===== config.mk =====
export PLATFORM = sky130hd
export DESIGN_NAME = hack_pc
export DESIGN_NICKNAME = d
export VERILOG_FILES = /design/src/rtl/hack_pc.sv
export SDC_FILE = /design/constraint.sdc
export NUM_CORES = 1
export LEC_CHECK = 0
export BUFFER_PORTS_ARGS = -buffer_cell sky130_fd_sc_hd__buf_2
export CAP_MARGIN = 20
export CORE_ASPECT_RATIO = 1.4
export CORE_MARGIN = 1
export CORE_UTILIZATION = 42
export DETAILED_ROUTE_END_ITERATION = 10
export PLACE_DENSITY = 0.75
export SLEW_MARGIN = 40
export SYNTH_ARGS = -nofsm -noshare
export SYNTH_HDL_FRONTEND = slang
export SYNTH_SLANG_ARGS = --single-unit

===== constraint.sdc =====
create_clock -name clk -period 1.45 [get_ports clk]
set_input_delay 0.3625 -clock clk [delete_from_list [all_inputs] [get_ports clk]]
set_output_delay 0.3625 -clock clk [all_outputs]
set_load 0.02 [all_outputs]

===== src/rtl/hack_pc.sv =====
// Hack program counter with a one-cycle boot state, stall, and increment-wrap pulse.
// Define HACK_PC_HISTORY_EN to add a circular buffer of recent jump-source addresses.
module hack_pc #(
    parameter int                 WIDTH      = 16,
    parameter logic [WIDTH-1:0]   RESET_VEC  = '0,
    parameter int                 HIST_DEPTH = 4,
    localparam int                HSEL_W     = (HIST_DEPTH > 1) ? $clog2(HIST_DEPTH) : 1
) (
    input  logic              clk,
    input  logic              rst_n,
    input  logic [WIDTH-1:0]  in,
    input  logic              load,
    input  logic              inc,
    input  logic              reset,
    input  logic              stall,
    output logic [WIDTH-1:0]  out,
    output logic              booting,
    output logic              wrap,
    input  logic [HSEL_W-1:0] hist_sel,
    output logic [WIDTH-1:0]  hist_out
);

    typedef enum logic {
        BOOT = 1'b0,
        RUN  = 1'b1
    } state_t;

    state_t           state_q, state_d;
    logic [WIDTH-1:0] pc_q, pc_d;
    logic             wrap_q, wrap_d;
    logic             jump;

    always_ff @(posedge clk or negedge rst_n) begin
        if (!rst_n) begin
            state_q <= BOOT;
            pc_q    <= RESET_VEC;
            wrap_q  <= 1'b0;
        end else begin
            state_q <= state_d;
            pc_q    <= pc_d;
            wrap_q  <= wrap_d;
        end
    end

    // wrap_d defaults low so that every edge other than an all-ones increment clears the pulse.
    always_comb begin
        state_d = state_q;
        pc_d    = pc_q;
        wrap_d  = 1'b0;
        jump    = 1'b0;
        case (state_q)
            BOOT: begin
                state_d = RUN;
            end
            RUN: begin
                if (reset) begin
                    pc_d = RESET_VEC;
                end else if (stall) begin
                    pc_d = pc_q;
                end else if (load) begin
                    pc_d = in;
                    jump = 1'b1;
                end else if (inc) begin
                    pc_d   = pc_q + WIDTH'(1);
                    wrap_d = &pc_q;
                end
            end
            default: begin
                state_d = BOOT;
            end
        endcase
    end

    assign out     = pc_q;
    assign booting = (state_q == BOOT);
    assign wrap    = wrap_q;

`ifdef HACK_PC_HISTORY_EN
    logic [WIDTH-1:0]  hist_q [HIST_DEPTH];
    logic [HSEL_W-1:0] hist_wr_ptr_q;
    logic [HSEL_W-1:0] hist_rd_idx;

    always_ff @(posedge clk or negedge rst_n) begin
        if (!rst_n) begin
            for (int i = 0; i < HIST_DEPTH; i++) begin
                hist_q[i] <= '0;
            end
            hist_wr_ptr_q <= '0;
        end else if (jump) begin
            hist_q[hist_wr_ptr_q] <= pc_q;
            hist_wr_ptr_q         <= hist_wr_ptr_q + HSEL_W'(1);
        end
    end

    // Power-of-two depth lets the index arithmetic wrap naturally.
    assign hist_rd_idx = hist_wr_ptr_q - HSEL_W'(1) - hist_sel;
    assign hist_out    = hist_q[hist_rd_idx];
`else
    logic unused_hist;
    assign unused_hist = jump ^ (^hist_sel);
    assign hist_out    = '0;
`endif

endmodule


==> metrics.csv, run 1 <==
metric,value,unit
Worst Setup Slack post-DPL,-0.08193,ns
remaining global-route overflow,0,
maximum number of pins on one net before global-route repair,19,
Worst path max stage delay,0.45,ns
area of the core,2935,um2
via count of the first global-routing pass,1222,
die width,49.38,um
sequential cell area fraction in the yosys report,34.12,%
dpl hpwl,2.539,mm
Synth-to-Final Area Change,29.19,%
Worst Path Arrival,1.02,ns
largest delay contributor family on the critical path,flip-flops,
Initial Util,44.97,%
Vert. Die Dim,68.33,um
clock buffer depth,2,
gpl congestion,0.8853,
Max Cap Violations,0,
fraction of final layout cells with drive strength greater than 1,40.48,%
synthesized area,1320,um2
ant diodes,0,
final setup vio count,0,
number of iterations in the first detailed-routing pass,4,
run status,"finished, final reports clean",
Site Rows,23,
Routed wire per std cell,13.88,um
GRT Resource Usage Total,21.67,%
"Cell Chain, Critical Path",buf_4 -> buf_2,
Async SR Flop Fraction,100.0,%
peak supply drop,437.3,uV
total buffers and inverters traversed by the critical path,2,
depth of the CTS H-tree,1,
count of different cell masters after synthesis,42,
count of pins on the block boundary,58,
setup ws final,0.06850,ns
top-count cell post-synth,dfrtp_1,
cell type contributing the most total cell area after synthesis,dfrtp_1,
type of origin of the critical path,register,
number of vias per cell after detailed routing,5.401,
cells after synthesis,155,
pwr/cell area,867.3,nW/um2
Final Max Tran Viols,0,
commonest cells in the netlist,"dfrtp_1, buf_4, o21ai_0, nand3_1, nor2_1",
Syn Area/Cell,8.516,um2
share of the cycle needed by the critical path after routing,95.28,%
CP endpoint kind,primary output,
clock period minus final worst setup slack,1.381,ns
Die Outline Area,3374,um2
count of yosys warnings during synthesis,0,
master cell of the clock root buffer,clkbuf_8,
number of flip-flops and latches in the synthesized netlist,18,
cell area reported after detailed placement,1622,um2
share of the synthesized area in the top cell type,34.12,%
unrepaired setup endpoints after global routing,no,
Worst EP required,1.09,ns
PortBufs,39,
count of nets after finishing,236,
total clock buffers created by CTS,3,
top area cells in the synthesized netlist,"dfrtp_1, buf_4, o21ai_0",
Most used DFF post-synth,dfrtp_1,
number of antenna-violating nets in the routed design,0,
number of DRC violations after detailed routing,0,
TritonCTS clock tree,done,
fin area,1705,um2
kind of critical path,register to primary output,
Total Power Consumption,1.479,mW
vias after detailed routing,1334,
largest fanout on the critical path,5,
wire length of the first global-routing pass,5.582,mm
number of antenna violations at the first check in global routing,0,
kind of path behind the tightest hold check,input pin to async pin,
reported leakage power,0.8324,nW
clock insertion delay at the later pin of the skew report,0.26,ns
final-report hold violation count,0,
number of sinks on the clock net,18,
Worst Skew,0.0007881,ns
number of synthesized flops with an enable pin,0,
register clock-pin slew on the reported worst setup and hold paths,0.07,ns
critical-path cell with the highest stage delay,dfrtp_2,
WL final,3.428,mm
initial drt markers,34,
fmax,723.9,MHz
==> per-stage QoR <==
step	util (%)	hold WS (ns)	cells	TNS [ns]
floorplan	-	0.06691	170	0
global placement	55.24	0.3207	242	-0.4528
detailed placement	55.24	0.3271	242	-0.6634
CTS	57.12	0.04490	246	0
global route	58.10	0.05512	247	0
finish	58.10	0.03096	247	0
==> where the power goes <==
part | switching (mW) | internal, mW | leakage [nW]
sequential | 0.0576 | 0.556 | 0.231
clock | 0.184 | 0.242 | 0.0288
combinational | 0.270 | 0.170 | 0.572
==> final timing paths <==
kind / start / to / slack [ns] / cells after the start
min in group clk: in[15] / out[15]$_DFFE_PN0P_ / 0.32 / 3
max: out[5]$_DFFE_PN0P_ / out[5] / 0.07 / 2
min: rst_n / out[6]$_DFFE_PN0P_ / 0.03 / 1
max reg2reg: out[5]$_DFFE_PN0P_ / out[14]$_DFFE_PN0P_ / 0.08 / 4
min reg2reg: out[13]$_DFFE_PN0P_ / out[13]$_DFFE_PN0P_ / 0.56 / 1
max in group asynchronous: rst_n / out[4]$_DFFE_PN0P_ / 1.10 / 1
==> placed cells by master (no fill, tap or decap), types with 2 or more instances in the layout <==
cell type	instances
nor4_1	2
o211ai_1	4
buf_2	39
a21oi_1	9
a31oi_1	5
conb_1	17
o21ai_2	2
nand2_1	9
clkbuf_8	4
and2b_2	2
nand3_1	13
nor3_1	3
buf_4	20
dfrtp_2	6
o2bb2ai_1	2
nor4_4	2
and4_2	2
dfrtp_1	12
o21ai_0	17
nor2_1	13
and4_1	2
nand4_1	3
o31a_1	2
==> layout make-up <==
class | count | area (um2)
Fill cell | 299 | 1230
Multi-Input combinational cell | 128 | 797.0
Sequential cell | 18 | 457.9
Timing Repair Buffer | 59 | 345.3
Clock buffer | 4 | 55.05
Tap cell | 37 | 46.29
Inverter | 1 | 3.754
==> cells by family after synthesis <==
group / Yosys count / synth area share (%)
AO/OA/AOI/OAI: 49 / 23.51
adder cells (fa/ha/maj): 1 / 0.9477
buffers and inverters: 24 / 12.51
flip-flops: 18 / 34.12
multiplexers: 1 / 0.7583
other: 2 / 0.5689
AND/OR/NAND/NOR: 60 / 27.59
==> flip-flops by register name, summed over array words and instances (netlist names) <==
name,count
state_q,1
wrap,1
out,16
==> layer usage <==
metal | wire length [um] | share of wire [%] | GRT usage (%) | up-vias
met4 | 37 | 1.1 | 8.571 | 0
met3 | 123 | 3.6 | 2.444 | 4
met2 | 1800 | 53 | 40.58 | 44
met5 | 0 | 0 | 0 | -
met1 | 1467 | 43 | 25.14 | 630
li1 | - | - | - | 656
==> what timing repair did <==
item | CTS | global route
hold buffers | 0 | 0
setup buffers | 0 | 1
endpoints found under the setup margin | 0 | 16
resized for setup | 0 | 6
Power figures use the tool's default switching activity.
==> inputs of run 2 (changes only) <==
- CORE_UTILIZATION: 42 -> 45
- PLACE_DENSITY: 0.75 -> 0.77
- SLEW_MARGIN: 40 -> 10
- clock period: 1.45 -> 1.3 ns (I/O delays scaled with it)
==> metrics.csv, run 2 (synthesis gave the netlist of run 1 again) <==
metric,value,unit,change
Total Power Consumption,1.765,mW,+19%
detailed-route wire length on metal 1,1.687,mm,+15%
Routed wire per std cell,17.18,um,+24%
post-route non-filler standard cell count,278,,+13%
clock insertion delay at the later pin of the skew report,0.31,ns,+0.05 ns
wire length of the first global-routing pass,6.182,mm,+11%
Sequential Power Share,39.9,%,-1.6 points
run status,"finished, violations left",,
Initial Util,48.93,%,+4.0 points
kind of critical path,register to register,,
initial drt markers,100,,+190%
TritonCTS clock tree,done,,
setup ws final,-0.1703,ns,-0.2388 ns
clock network fraction of total power,20.6,%,-8.2 points
CP endpoint kind,register,,
remaining global-route overflow,0,,unchanged
area of the core,2698,um2,-8.1%
violated checks,negative setup slack,,
dpl hpwl,2.727,mm,+7.4%
largest fanout on the critical path,4,,-1
number of antenna violations at the first check in global routing,0,,unchanged
Internal Pwr Total,1.126,mW,+16%
clock period minus final worst setup slack,1.470,ns,
number of sinks on the clock net,18,,unchanged
pwr/cell area,812.5,nW/um2,-6.3%
portion of total power attributed to combinational logic,39.5,%,+9.8 points
fmax,680.1,MHz,
final setup vio count,22,,+22
register clock-pin slew on the reported worst setup and hold paths,0.11,ns,+0.04 ns
Die Outline Area,3157,um2,-6.4%
Site Rows,22,,-4.3%
Switching Fraction,36.20,%,+1.6 points
most used cells in the layout excluding fill and tap cells,"buf_4, buf_6, buf_2, conb_1",,
fraction of final layout cells with drive strength greater than 1,57.02,%,+17 points
WL final,4.777,mm,+39%
placed cells,249,,+2.9%
dominant cell type by count on the critical path,buf_4,,
Worst Setup Slack post-DPL,-0.2141,ns,-0.1321 ns
Max Cap Violations,0,,unchanged
Worst path max stage delay,0.47,ns,+0.02 ns
via count of the first global-routing pass,1494,,+22%
PortBufs,39,,unchanged
number of DRC violations after detailed routing,0,,unchanged
peak supply drop,563.0,uV,+29%
ant diodes,0,,unchanged
share of the cycle needed by the critical path after routing,113.1,%,
highest metal layer with signal wires,met4,,
die width,47.78,um,-3.3%
vias after detailed routing,1630,,+22%
"Cell Chain, Critical Path",ha_4 -> buf_4 -> buf_4 -> nor3b_4 -> a21oi_2 -> o21ai_1,,
maximum number of pins on one net before global-route repair,19,,unchanged
clock buffer depth,2,,unchanged
Final Max Tran Viols,0,,unchanged
Detail Route met3 WL,329,um,+170%
kind of path behind the tightest hold check,input pin to register,,
total length of routed met2 wires,2.572,mm,+43%
number of iterations in the first detailed-routing pass,4,,unchanged
Synth-to-Final Area Change,64.55,%,
total net switching power,638.9,uW,+25%
gpl congestion,0.8773,,-0.90%
number of vias per cell after detailed routing,5.863,,+8.6%
master cell of the clock root buffer,clkbuf_4,,
"commonest non-fill, non-tap cell in the layout",buf_4,,
GRT Resource Usage Total,27.72,%,+6.1 points
Worst EP required,1.48,ns,+0.39 ns
Worst Path Arrival,1.65,ns,+0.63 ns
reported leakage power,1.016,nW,+22%
count of pins on the block boundary,58,,unchanged
number of antenna-violating nets in the routed design,0,,unchanged
Vert. Die Dim,66.09,um,-3.3%
type of origin of the critical path,register,,
count of nets after finishing,268,,+14%
total clock buffers created by CTS,3,,unchanged
final-report hold violation count,0,,unchanged
unrepaired setup endpoints after global routing,yes,,
flip-flop count of the largest register after layout,16,,unchanged
critical-path cell with the highest stage delay,dfrtp_2,,
Worst Skew,0.008297,ns,+0.007509 ns
depth of the CTS H-tree,1,,unchanged
number of inserted filler cells in the final layout,170,,-43%
-- run 2: cell types whose count changed in the layout (fill, tap and decap cells not counted), moves of 7 or more --
cell | previous run | this run
dfrtp_2 | 6 | 13
buf_2 | 39 | 27
buf_4 | 20 | 34
dfrtp_1 | 12 | 5
o21ai_1 | 1 | 11
o21ai_0 | 17 | 7
buf_6 | 0 | 28
-- run 2: critical path, delay by kind of cell (launching register included) --
family	cells	cell delay (ns)
compound gates	2	0.29
fa+ha+maj	1	0.19
buf+inv	2	0.25
flops	1	0.47
simple gates	1	0.14
-- run 2: path summary, 6_finish.rpt --
check / from / to / slack, ns / depth (start not counted)
worst min-delay path: in[14] / out[14]$_DFFE_PN0P_ / 0.25 / 3
worst min register to register: out[15]$_DFFE_PN0P_ / out[15]$_DFFE_PN0P_ / 0.60 / 2
worst max-delay path: out[0]$_DFFE_PN0P_ / out[2]$_DFFE_PN0P_ / -0.17 / 6
max in group asynchronous: rst_n / out[11]$_DFFE_PN0P_ / 0.50 / 2
min in group asynchronous: rst_n / out[2]$_DFFE_PN0P_ / 0.47 / 2
worst max register to register: out[0]$_DFFE_PN0P_ / out[2]$_DFFE_PN0P_ / -0.17 / 6
-- run 2: final cells by class --
cell class              count  area, um2  area share (%)
well taps                  36      45.04           2.074
inverters                   1      3.754          0.1728
multi-input cells         129      904.6           41.65
clock buffers               4      36.28           1.671
repair buffers             90      715.7           32.95
flip-flops and latches     18      466.7           21.49
-- run 2: metal layers --
layer | track usage, % | up-vias
met2 | 48.48 | 105
met1 | 28.89 | 776
li1 | - | 727
met3 | 3.552 | 22
met5 | 0 | -
met4 | 17.71 | 0
-- run 2: metrics by stage --
step	cell area [um2]	utilization, %	setup TNS [ns]	hold WS, ns
6_report	2172	80.52	-0.9999	0.2509
4_1_cts	1987	73.65	-0.4622	0.2484
3_5_place_dp	1698	62.94	-2.194	0.2858
2_1_floorplan	1420	-	-0.2764	0.02941
5_1_grt	2172	80.52	-2.192	0.2550
3_3_place_gp	1698	62.94	-1.520	0.2791
-- run 2: power by group through the flow --
stage | Clock, mW | Sequential [mW] | Combinational [mW]
6_report | 0.363 | 0.704 | 0.698
5_1_grt | 0.385 | 0.709 | 0.743
4_1_cts | 0.367 | 0.692 | 0.631
3_5_place_dp | 0 | 0.701 | 0.506
3_3_place_gp | 0 | 0.695 | 0.493
2_1_floorplan | 0 | 0.780 | 0.241
-- run 2: timing repair --
item,4_1_cts,5_1_grt
hold buffers,1,0
endpoints found under the setup margin,28,28
buffers inserted,15,8
gates cloned,0,1
resized for setup,40,35
pin swaps,3,12
endpoints found under the hold margin,18,0
==> inputs of run 3 (changes only) <==
- BUFFER_PORTS_ARGS: -buffer_cell sky130_fd_sc_hd__buf_2 -> -buffer_cell sky130_fd_sc_hd__buf_4
- CORE_ASPECT_RATIO: 1.4 -> default
==> metrics.csv, run 3 (synthesis gave the netlist of run 1 again) <==
metric,value,unit,change
final total negative setup slack,-0.6003,ns,+0.3996 ns
die width,56.16,um,+18%
depth of the CTS H-tree,1,,unchanged
"commonest non-fill, non-tap cell in the layout",buf_4,,
kind of critical path,register to register,,
final-report hold violation count,0,,unchanged
Worst Skew,0.004738,ns,-0.003560 ns
most used cells in the layout excluding fill and tap cells,"buf_4, buf_6, conb_1, o21ai_1, dfrtp_2",,
Worst Setup Slack post-DPL,-0.2091,ns,+0.004978 ns
Hold Worst Slack,0.2530,ns,+0.002053 ns
Synth-to-Final Area Change,66.35,%,
number of iterations in the first detailed-routing pass,5,,+1
clock buffer depth,2,,unchanged
setup ws final,-0.1148,ns,+0.05548 ns
Die Outline Area,3154,um2,-0.10%
maximum number of pins on one net before global-route repair,19,,unchanged
clock network fraction of total power,20.5,%,about the same
area of the core,2758,um2,+2.2%
ant diodes,0,,unchanged
run status,"finished, violations left",,
violated checks,negative setup slack,,
number of DRC violations after detailed routing,0,,unchanged
number of antenna violations at the first check in global routing,0,,unchanged
gpl congestion,0.9198,,+4.8%
Sequential Power Share,39.1,%,-0.8 points
GRT Resource Usage Total,26.03,%,-1.7 points
FF-to-FF setup slack,-0.11,ns,+0.06 ns
number of vias per cell after detailed routing,5.889,,+0.44%
reported leakage power,1.015,nW,about the same
unrepaired setup endpoints after global routing,yes,,
number of sinks on the clock net,18,,unchanged
share of the cycle needed by the critical path after routing,108.8,%,-4.3 points
peak supply drop,772.9,uV,+37%
flip-flop count of the largest register after layout,16,,unchanged
number of antenna-violating nets in the routed design,0,,unchanged
largest fanout on the critical path,5,,+1
clock insertion delay at the later pin of the skew report,0.30,ns,about the same
pwr/cell area,817.5,nW/um2,+0.61%
fin area,2196,um2,+1.1%
remaining global-route overflow,0,,unchanged
register clock-pin slew on the reported worst setup and hold paths,0.12,ns,about the same
PortBufs,39,,unchanged
vias after detailed routing,1590,,-2.5%
master cell of the clock root buffer,clkbuf_4,,
total clock buffers created by CTS,3,,unchanged
Vert. Die Dim,56.16,um,-15%
initial drt markers,101,,+1.0%
cell area reported after detailed placement,1819,um2,+7.1%
fmax,706.8,MHz,+3.9%
type of origin of the critical path,register,,
kind of path behind the tightest hold check,input pin to register,,
TritonCTS clock tree,done,,
Worst Path Arrival,1.61,ns,-0.04 ns
count of pins on the block boundary,58,,unchanged
Max Cap Violations,0,,unchanged
via count of the first global-routing pass,1433,,-4.1%
dpl hpwl,2.784,mm,+2.1%
CP endpoint kind,register,,
Internal Pwr Total,1.155,mW,+2.6%
count of nets after finishing,265,,-1.1%
clock period minus final worst setup slack,1.415,ns,-0.05548 ns
total net switching power,640.2,uW,+0.19%
Switching Fraction,35.66,%,-0.54 points
final setup vio count,18,,-18%
WL final,4.571,mm,-4.3%
Routed wire per std cell,16.93,um,-1.5%
Site Rows,19,,-14%
Final Max Tran Viols,0,,unchanged
Worst EP required,1.49,ns,about the same
wire length of the first global-routing pass,6.479,mm,+4.8%
Initial Util,47.87,%,-1.1 points
fraction of final layout cells with drive strength greater than 1,54.81,%,-2.2 points
portion of total power attributed to combinational logic,40.4,%,+0.9 points
## run 3: power groups by stage
stage	logic [mW]	clock network [mW]	registers, mW
6_report	0.725	0.369	0.702
5_1_grt	0.770	0.397	0.709
4_1_cts	0.671	0.369	0.694
3_5_place_dp	0.570	0	0.701
3_3_place_gp	0.553	0	0.698
2_1_floorplan	0.241	0	0.780
## run 3: repair_timing
item | 4_1_cts | 5_1_grt
setup buffers | 14 | 3
hold buffers | 1 | 0
pin swaps | 6 | 10
resized for setup | 29 | 28
endpoints found under the hold margin | 18 | 0
endpoints found under the setup margin | 26 | 27
## run 3: per-stage QoR
step           utilization, %  power (mW)  cells
2_1_floorplan               -       1.021    170
3_3_place_gp            65.97       1.250    248
3_5_place_dp            65.97       1.271    248
4_1_cts                 75.14       1.734    267
5_1_grt                 79.63       1.877    270
6_report                79.63       1.795    270
## run 3: per-layer routing
layer,global-route usage (%),up-vias,part of all wire [%]
met5,0,-,0
met4,9.059,0,3.2
met2,44.56,104,51
met1,33.73,752,39
li1,-,714,-
met3,3.256,20,6.9
## run 3: worst paths after layout
path / from / end / depth (start not counted)
min in group asynchronous: rst_n / out[8]$_DFFE_PN0P_ / 2
max in group asynchronous: rst_n / out[4]$_DFFE_PN0P_ / 2
worst min-delay path: in[14] / out[14]$_DFFE_PN0P_ / 3
worst min register to register: out[13]$_DFFE_PN0P_ / out[13]$_DFFE_PN0P_ / 1
worst max-delay path: out[0]$_DFFE_PN0P_ / out[10]$_DFFE_PN0P_ / 5
worst max register to register: out[0]$_DFFE_PN0P_ / out[10]$_DFFE_PN0P_ / 5
## run 3: final cells by class
type / instances / area (um2)
sequential: 18 / 465.4
clock buffer: 4 / 36.28
timing repair buffer: 88 / 764.5
fill: 168 / 561.8
multi-input combinational: 128 / 887.1
inverter: 1 / 3.754
tap: 31 / 38.79
## run 3: critical path, stage by stage (launching register included)
cell      delay, ns
dfrtp_2        0.44
ha_4           0.18
nand3_4        0.11
o31a_1         0.31
a31oi_1        0.17
o211ai_1       0.10
